## src/rtl/valid_ready_memory.sv

```systemverilog
`default_nettype none
// ============================================================================
//  Module   : valid_ready_memory
//  Brief    : Single-port synchronous scratch RAM with a valid/ready request
//             handshake. One write or one read per accepted request; read
//             data is registered and valid one clock after acceptance.
//  Revision : 1.0 - initial release
// ============================================================================
module valid_ready_memory #(
    parameter int WIDTH      = 8,
    parameter int DEPTH      = 16,
    parameter int ADDR_WIDTH = $clog2(DEPTH)
) (
    input  logic                  clk,
    input  logic                  rst,
    input  logic [ADDR_WIDTH-1:0] addr,
    input  logic                  wr_rd,
    input  logic [WIDTH-1:0]      w_data,
    output logic [WIDTH-1:0]      r_data,
    input  logic                  valid,
    output logic                  ready
);

    // Control states: RESET holds ready low, ACTIVE accepts one request per cycle.
    localparam logic [0:0] c_ST_RESET  = 1'b0;
    localparam logic [0:0] c_ST_ACTIVE = 1'b1;

    // Storage array; the name mem is kept stable for hierarchical backdoor access.
    logic [WIDTH-1:0] mem [0:DEPTH-1];

    logic [0:0]       r_state;
    logic [WIDTH-1:0] r_rd_data;

    logic             w_addr_ok;
    logic             w_xfer;
    logic             w_wr_en;
    logic             w_rd_en;

    // Address range qualification. A power-of-two depth covers every code of
    // the address bus, so no comparator is needed in that case.
    generate
        if ((1 << ADDR_WIDTH) == DEPTH) begin : g_full_range
            assign w_addr_ok = 1'b1;
        end else begin : g_partial_range
            assign w_addr_ok = ({{(32-ADDR_WIDTH){1'b0}}, addr} < 32'(DEPTH));
        end
    endgenerate

    // A transfer needs the registered ready from before the edge, so the
    // request is never accepted on the edge that leaves reset.
    assign w_xfer  = valid && (r_state == c_ST_ACTIVE);
    assign w_wr_en = w_xfer &&  wr_rd && w_addr_ok;
    assign w_rd_en = w_xfer && !wr_rd;

    // Two-state control: any reset edge returns to RESET, first clean edge goes ACTIVE.
    always_ff @(posedge clk) begin
        if (rst) begin
            r_state <= c_ST_RESET;
        end else begin
            r_state <= c_ST_ACTIVE;
        end
    end

    // Storage update: cleared on reset, written on an accepted in-range write.
    always_ff @(posedge clk) begin
        if (rst) begin
            for (int i = 0; i < DEPTH; i++) begin
                mem[i] <= '0;
            end
        end else if (w_wr_en) begin
            mem[addr] <= w_data;
        end
    end

    // Registered read data: loads only on an accepted read, holds otherwise;
    // out-of-range reads return zero so no undefined word ever reaches the port.
    always_ff @(posedge clk) begin
        if (rst) begin
            r_rd_data <= '0;
        end else if (w_rd_en) begin
            r_rd_data <= w_addr_ok ? mem[addr] : '0;
        end
    end

    assign r_data = r_rd_data;
    assign ready  = (r_state == c_ST_ACTIVE);

endmodule
`default_nettype wire

```

## config.mk

```make
export PLATFORM = sky130hd
export DESIGN_NAME = valid_ready_memory
export DESIGN_NICKNAME = d
export VERILOG_FILES = /design/src/rtl/valid_ready_memory.sv
export SDC_FILE = /design/constraint.sdc
export NUM_CORES = 1
export LEC_CHECK = 0
export CAP_MARGIN = 0
export CORE_ASPECT_RATIO = 0.75
export CORE_MARGIN = 2
export CORE_UTILIZATION = 30
export CTS_CLUSTER_DIAMETER = 150
export DETAILED_ROUTE_END_ITERATION = 10
export GPL_TIMING_DRIVEN = 0
export SLEW_MARGIN = 20
export SYNTH_ARGS = -nofsm -noshare
export SYNTH_HDL_FRONTEND = slang
export SYNTH_SLANG_ARGS = --single-unit
export TNS_END_PERCENT = 5
```

## constraint.sdc

```tcl
create_clock -name clk -period 7.2 [get_ports clk]
set_input_delay 2.16 -clock clk [delete_from_list [all_inputs] [get_ports clk]]
set_output_delay 2.16 -clock clk [all_outputs]
set_load 0.01 [all_outputs]
```

==> metrics.csv, run 1 <==
stage,metric,value,unit
yosys,yosysUniqueCellTypes,39,
clock_tree,clock_sinks,137,
worst_setup_path,r2r_slack,4900,ps
worst_setup_path,max_stage_delay,530,ps
clock_tree,clk_latency,420,ps
worst_setup_path,cp_data_required_time,7270,ps
sta,fin_hold_ws,529.2,ps
floorplan,die_area,22430,sq um
global_routing,grt_antenna_before_repair,1,
worst_setup_path,cpLargestDelayFamily,simple AND/OR/NAND/NOR gates,
yosys,async_flop_share,0,
worst_hold_path,hold_class,reg -> reg,
clock_tree,clkTransAtPathRegs,60,ps
global_routing,grt_max_degree,17,
worst_setup_path,crit_buf_inv,1,
clock_tree,clock-root-buffer,clkbuf_16,
floorplan,die_x,172.3,um
cells_and_area,insertedDiodeCount,0,
route,dr.pass1.iters,5,
sta,max_freq,230.3,MHz
worst_setup_path,path_depth,5,
yosys,synth_nets,471,
route,wl_per_cell,21.16,um
worst_setup_path,cp-end-kind,register,
floorplan,start_util,0.3032,
yosys,postSynthAreaPerCell,14.00,sq um
sta,finalSetupTns,0,ps
yosys,synth_edf_count,128,
floorplan,core_area,21010,sq um
sta,worstMarginPinSlew,926.3,ps
worst_setup_path,crit_path_start_kind,primary input,
worst_setup_path,arrival,4410,ps
clock_tree,ctsResizeCount,0,
power,power_density,261.1,nW/um^2
floorplan,num_rows,46,
clock_tree,clockBufferDepth,2,
yosys,synthesis.area,6370,sq um
worst_setup_path,cp_max_fo,9,
clock_tree,cts_hold_buf,0,
yosys,synth_top_cell_by_area,edfxtp_1,
placement,port_buffers,23,
worst_setup_path,slowest_stage,clkdlybuf4s50_1,
cells_and_area,drive_above_1_share,0.1235,
yosys,syn_inst,455,
route,drt_wl_total,16.89,mm
sta,rsz0062_at_grt,no,
yosys,synth-seq-area-share,0.6317,
yosys,synthFlopType,edfxtp_1,
cells_and_area,nets,513,
global_routing,grt_pass1_wl,25.19,mm
cells_and_area,multi_input_area,2152,sq um
route,vias_per_cell,4.907,
power,leakagePower,2.805,nW
clock_tree,postCtsSetupRepairBufs,0,
sta,setup_viol,0,
route,drt_iter0_drc,288,
global_routing,grt_use_total,0.1609,
route,drc_errors,0,
worst_hold_path,hold-path-cell-count,2,
global_routing,grt_pass1_vias,4100,
worst_setup_path,path_cells,clkdlybuf4s50_1 > and4b_1 > nand3b_1 > nor3_2 > or2_1,
sta,final_max_slew_viol_count,0,
sta,finalCriticalPeriod,4342,ps
yosys,synth_seq_cells,137,
yosys,synth.area.top_cells,"edfxtp_1, and2_1, mux2i_1",
route,drtAntennaViolNets,0,
sta,hold_viol_final,0,
floorplan,ios,25,
floorplan,die_y,130.2,um
job,cap_viol_max_count,0,
power,vdd_drop_max,151.4,uV
cells_and_area,syn_to_final_growth,19.43,%
sta,fin_crit_sh,0.6031,
cells_and_area,nFillCells,1998,
yosys,yosys_warnings,0,
sta,fin_worst_skew,7.974,ps
worst_setup_path,reg2reg_depth,4,
clock_tree,cts_max_level,4,
route,vias,3916,
clock_tree,numCtsBuffers,17,
sta,relSlewSlack,0.3783,
run_status,outcome,"finished, final reports clean",
yosys,synth_top_area_frac,0.6034,
clock_tree,cts_tree,yes,
cells_and_area,regArea,4024,sq um
worst_setup_path,crit_type,in -> reg,
placement,hpwl,11.91,mm
placement,globalplace.congestion,0.8891,
global_routing,overflow,0,
power by group:
part	internal [mW]	total [mW]	switching (mW)
clock network	0.615	0.959	0.344
registers	0.890	0.898	0.00746
logic	0.0462	0.129	0.0826
total	1.55	1.99	0.434
worst reg2reg max path, stage by stage, from the launching register on:
cell,delay [ps]
dfxtp_1,340
and4b_1,350
nand3b_1,320
nor3_2,490
or2_1,460
metrics by stage:
step | utilization | setup slack (ps) | instance area, sq um | power (mW) | std cells
3_5_place_dp | 0.3313 | 2339 | 6960 | 1.042 | 766
3_3_place_gp | 0.3313 | 2234 | 6960 | 1.039 | 766
5_1_grt | 0.3621 | 2681 | 7607 | 2.035 | 798
6_report | 0.3621 | 2858 | 7607 | 1.986 | 798
2_1_floorplan | - | 3420 | 6370 | 0.9838 | 455
4_1_cts | 0.3621 | 2782 | 7607 | 1.992 | 798
final timing paths:
| check | start | endpoint |
|---|---|---|
| min reg2reg | r_data[3] | r_data[3] |
| min | r_data[3] | r_data[3] |
| max | rst | mem[2][7] |
| max reg2reg | ready | mem[2][7] |
cell families after synthesis:
group / after synthesis / synth area share
AO/OA/AOI/OAI: 45 / 0.04596
buffers and inverters: 27 / 0.03044
AND/OR/NAND/NOR: 193 / 0.1864
flip-flops: 137 / 0.6317
multiplexers: 53 / 0.1055
synth_stat cells (5+ instances only):
| cell type | instances |
|---|---|
| a221oi_1 | 5 |
| a311oi_1 | 5 |
| and2_1 | 131 |
| clkbuf_1 | 12 |
| dfxtp_1 | 9 |
| edfxtp_1 | 128 |
| mux2i_1 | 42 |
| mux4_2 | 10 |
| nor2_1 | 21 |
| nor3_1 | 5 |
| o21ai_1 | 14 |
| o22ai_1 | 15 |
| or2_1 | 5 |
placed cells by master, fill, tap and decap left out, types with 2 or more instances in the layout:
master / n
clkbuf_1: 12
clkinv_2: 2
clkbuf_16: 17
mux2i_1: 42
buf_4: 2
or2_1: 5
a221oi_1: 5
edfxtp_1: 128
o32ai_1: 3
a311oi_1: 5
nor2b_1: 3
nor2_2: 3
mux4_2: 10
nand2_1: 4
o22ai_1: 15
nor2_1: 21
dfxtp_1: 9
nand3b_1: 4
nor3_2: 3
buf_6: 4
inv_6: 3
clkdlybuf4s50_1: 23
nor3_1: 5
clkinvlp_4: 3
and2_1: 131
buf_2: 2
nand2b_1: 4
buf_12: 3
o21ai_1: 16
bufinv_16: 5
buf_1: 2
per-layer routing:
metal	up-vias	share of wire	GRT usage
met1	1995	0.47	0.2244
met2	131	0.44	0.2464
met4	0	0.017	0.04498
li1	1765	-	-
met5	-	0	0
met3	25	0.076	0.04519
area by class of cell:
cell class	instances	share of cell area
inverter	1	0.0004934
multi-input combinational	291	0.2829
clock inverter	15	0.02911
buffer	26	0.02500
clock buffer	17	0.05592
timing repair buffer	23	0.03026
sequential	137	0.5289
tap	288	0.04737
registers in the layout (all words and copies together) (netlist names):
signal and flops:
mem 128, r_data 8, ready 1
(Power assumes the default switching activity.)
==> inputs of run 2 (changes only) <==
clock period = 3.6 ns   (was 7.2 ns; I/O delays follow)
==> results of run 2 <==
Same layout as run 1 (identical final DEF). Status: finished, final reports clean.
Among the figures that moved: setup slack after placement 2339 ps -> -181.2 ps; setup slack after layout 2858 ps -> 337.9 ps; register-to-register setup slack 4900 ps -> 1300 ps; total power 1.986 mW -> 3.972 mW; worst IR drop on VDD 151.4 uV -> 302.8 uV
==> inputs of run 3 (changes only) <==
CORE_ASPECT_RATIO = 1.25   (was 0.75)
DONT_BUFFER_PORTS = 1   (was not set)
HOLD_SLACK_MARGIN = 0.12   (was not set)
==> run 3 against run 2 <==
Compared with the run above: sequential power barely moved; power fell by 2.2%; flip-flop and latch count stayed put; die area about the same; non-clock buffer count down 23; first-iteration DRC count rose by 13%; worst hold slack better by 30 ps; largest cell class unchanged.
==> metrics.csv, run 3 (synthesis gave the netlist of run 1 again) <==
stage,metric,value,unit
run_status,outcome,"finished, final reports clean",
global_routing,grt_max_degree,17,
job,cap_viol_max_count,0,
cells_and_area,nets,490,
power,leakagePower,2.716,nW
clock_tree,clkTransAtPathRegs,60,ps
sta,rsz0062_at_grt,no,
global_routing,grt_antenna_before_repair,2,
clock_tree,postCtsSetupRepairBufs,0,
sta,fin_crit_sh,0.7951,
cells_and_area,final_cell_mix,"and2_1, edfxtp_1, mux2i_1",
route,vias_per_cell,5.000,
route,vias,3815,
worst_setup_path,cp_data_required_time,3670,ps
cells_and_area,largest_register,mem,
placement,hpwl,11.77,mm
power,power_density,528.6,nW/um^2
power,vdd_drop_max,299.0,uV
worst_setup_path,cp-end-kind,register,
worst_setup_path,crit_type,in -> reg,
sta,worstMarginPinSlew,897.4,ps
worst_setup_path,crit_path_start_kind,primary input,
floorplan,die_x,134.3,um
floorplan,start_util,0.3060,
route,drt_iter0_drc,326,
floorplan,num_rows,59,
floorplan,ios,25,
cells_and_area,regArea,4024,sq um
clock_tree,clock-root-buffer,clkbuf_16,
cells_and_area,syn_to_final_growth,15.42,%
floorplan,core_area,20820,sq um
global_routing,overflow,0,
route,drt_wl_total,16.41,mm
clock_tree,ctsResizeCount,0,
sta,fin_hold_ws,559.2,ps
clock_tree,cts_tree,yes,
sta,hold_viol_final,0,
sta,relSlewSlack,0.3977,
sta,fin_worst_skew,6.148,ps
clock_tree,clock_sinks,137,
floorplan,die_area,22420,sq um
route,drc_errors,0,
clock_tree,cts_max_level,4,
cells_and_area,multi_input_area,2152,sq um
clock_tree,clk_latency,420,ps
cells_and_area,nFillCells,2016,
worst_setup_path,arrival,2940,ps
worst_hold_path,hold_class,reg -> reg,
floorplan,die_y,166.9,um
cells_and_area,largest_register_ffs,128,
route,wl_per_cell,21.50,um
clock_tree,cts_hold_buf,0,
placement,globalplace.congestion,0.8500,
global_routing,grt_use_total,0.1519,
global_routing,grt_pass1_wl,24.43,mm
route,drtAntennaViolNets,0,
cells_and_area,final_common_cell,and2_1,
sta,setup_viol,0,
clock_tree,clockBufferDepth,2,
route,dr.pass1.iters,4,
cells_and_area,drive_above_1_share,0.1232,
sta,max_freq,349.4,MHz
placement,port_buffers,0,
global_routing,grt_pass1_vias,4011,
worst_setup_path,cp_max_fo,10,
sta,finalCriticalPeriod,2862,ps
clock_tree,numCtsBuffers,17,
sta,final_max_slew_viol_count,0,
sta,finalSetupTns,0,ps
[run 3: cell type report]
class	count	share of cell area
sequential	137	0.5473
multi-input combinational	291	0.2927
clock buffer	19	0.05888
tap	274	0.04663
clock inverter	13	0.02740
buffer	26	0.02587
antenna	2	0.0006807
inverter	1	0.0005106
[run 3: layer usage]
| metal | wire [um] | part of all wire | global-route usage | up-vias |
|---|---|---|---|---|
| met2 | 8636 | 0.53 | 0.2700 | 130 |
| met4 | 363 | 0.022 | 0.06178 | 2 |
| met1 | 6311 | 0.38 | 0.1709 | 1940 |
| li1 | - | - | - | 1720 |
| met5 | 13 | 0.00079 | 0 | - |
| met3 | 1083 | 0.066 | 0.04110 | 23 |
[run 3: critical path, cell delays in order]
cell and delay (ps):
buf_6 130, buf_12 160, nor2b_2 290, nand2_1 290
nor3_2 520, or2_1 450
[run 3: where the power goes]
group / leakage [nW] / internal (mW) / switching [mW] / total [mW]
combinational: 0.962 / 0.0710 / 0.136 / 0.207
clock: 0.306 / 1.22 / 0.657 / 1.88
sequential: 1.45 / 1.78 / 0.0175 / 1.80
total: 2.72 / 3.08 / 0.811 / 3.89
[run 3: worst paths after layout]
check	startpoint	endpoint	slack, ps	cells past startpoint
max reg2reg	ready	mem[2][3]	1170	4
min reg2reg	r_data[7]	r_data[7]	560	2
max	addr[1]	mem[1][7]	740	6
min	r_data[7]	r_data[7]	560	2
[run 3: metrics by stage]
| step | std cells | area (sq um) | setup slack, ps | util | power, mW |
|---|---|---|---|---|---|
| 2_1_floorplan | 455 | 6370 | 899.7 | - | 1.968 |
| 6_report | 763 | 7352 | 737.8 | 0.3532 | 3.886 |
| 4_1_cts | 761 | 7347 | 781.3 | 0.3529 | 3.885 |
| 3_3_place_gp | 729 | 6713 | 198.3 | 0.3225 | 2.034 |
| 5_1_grt | 761 | 7347 | 646.2 | 0.3529 | 3.975 |
| 3_5_place_dp | 729 | 6713 | 342.9 | 0.3225 | 2.040 |
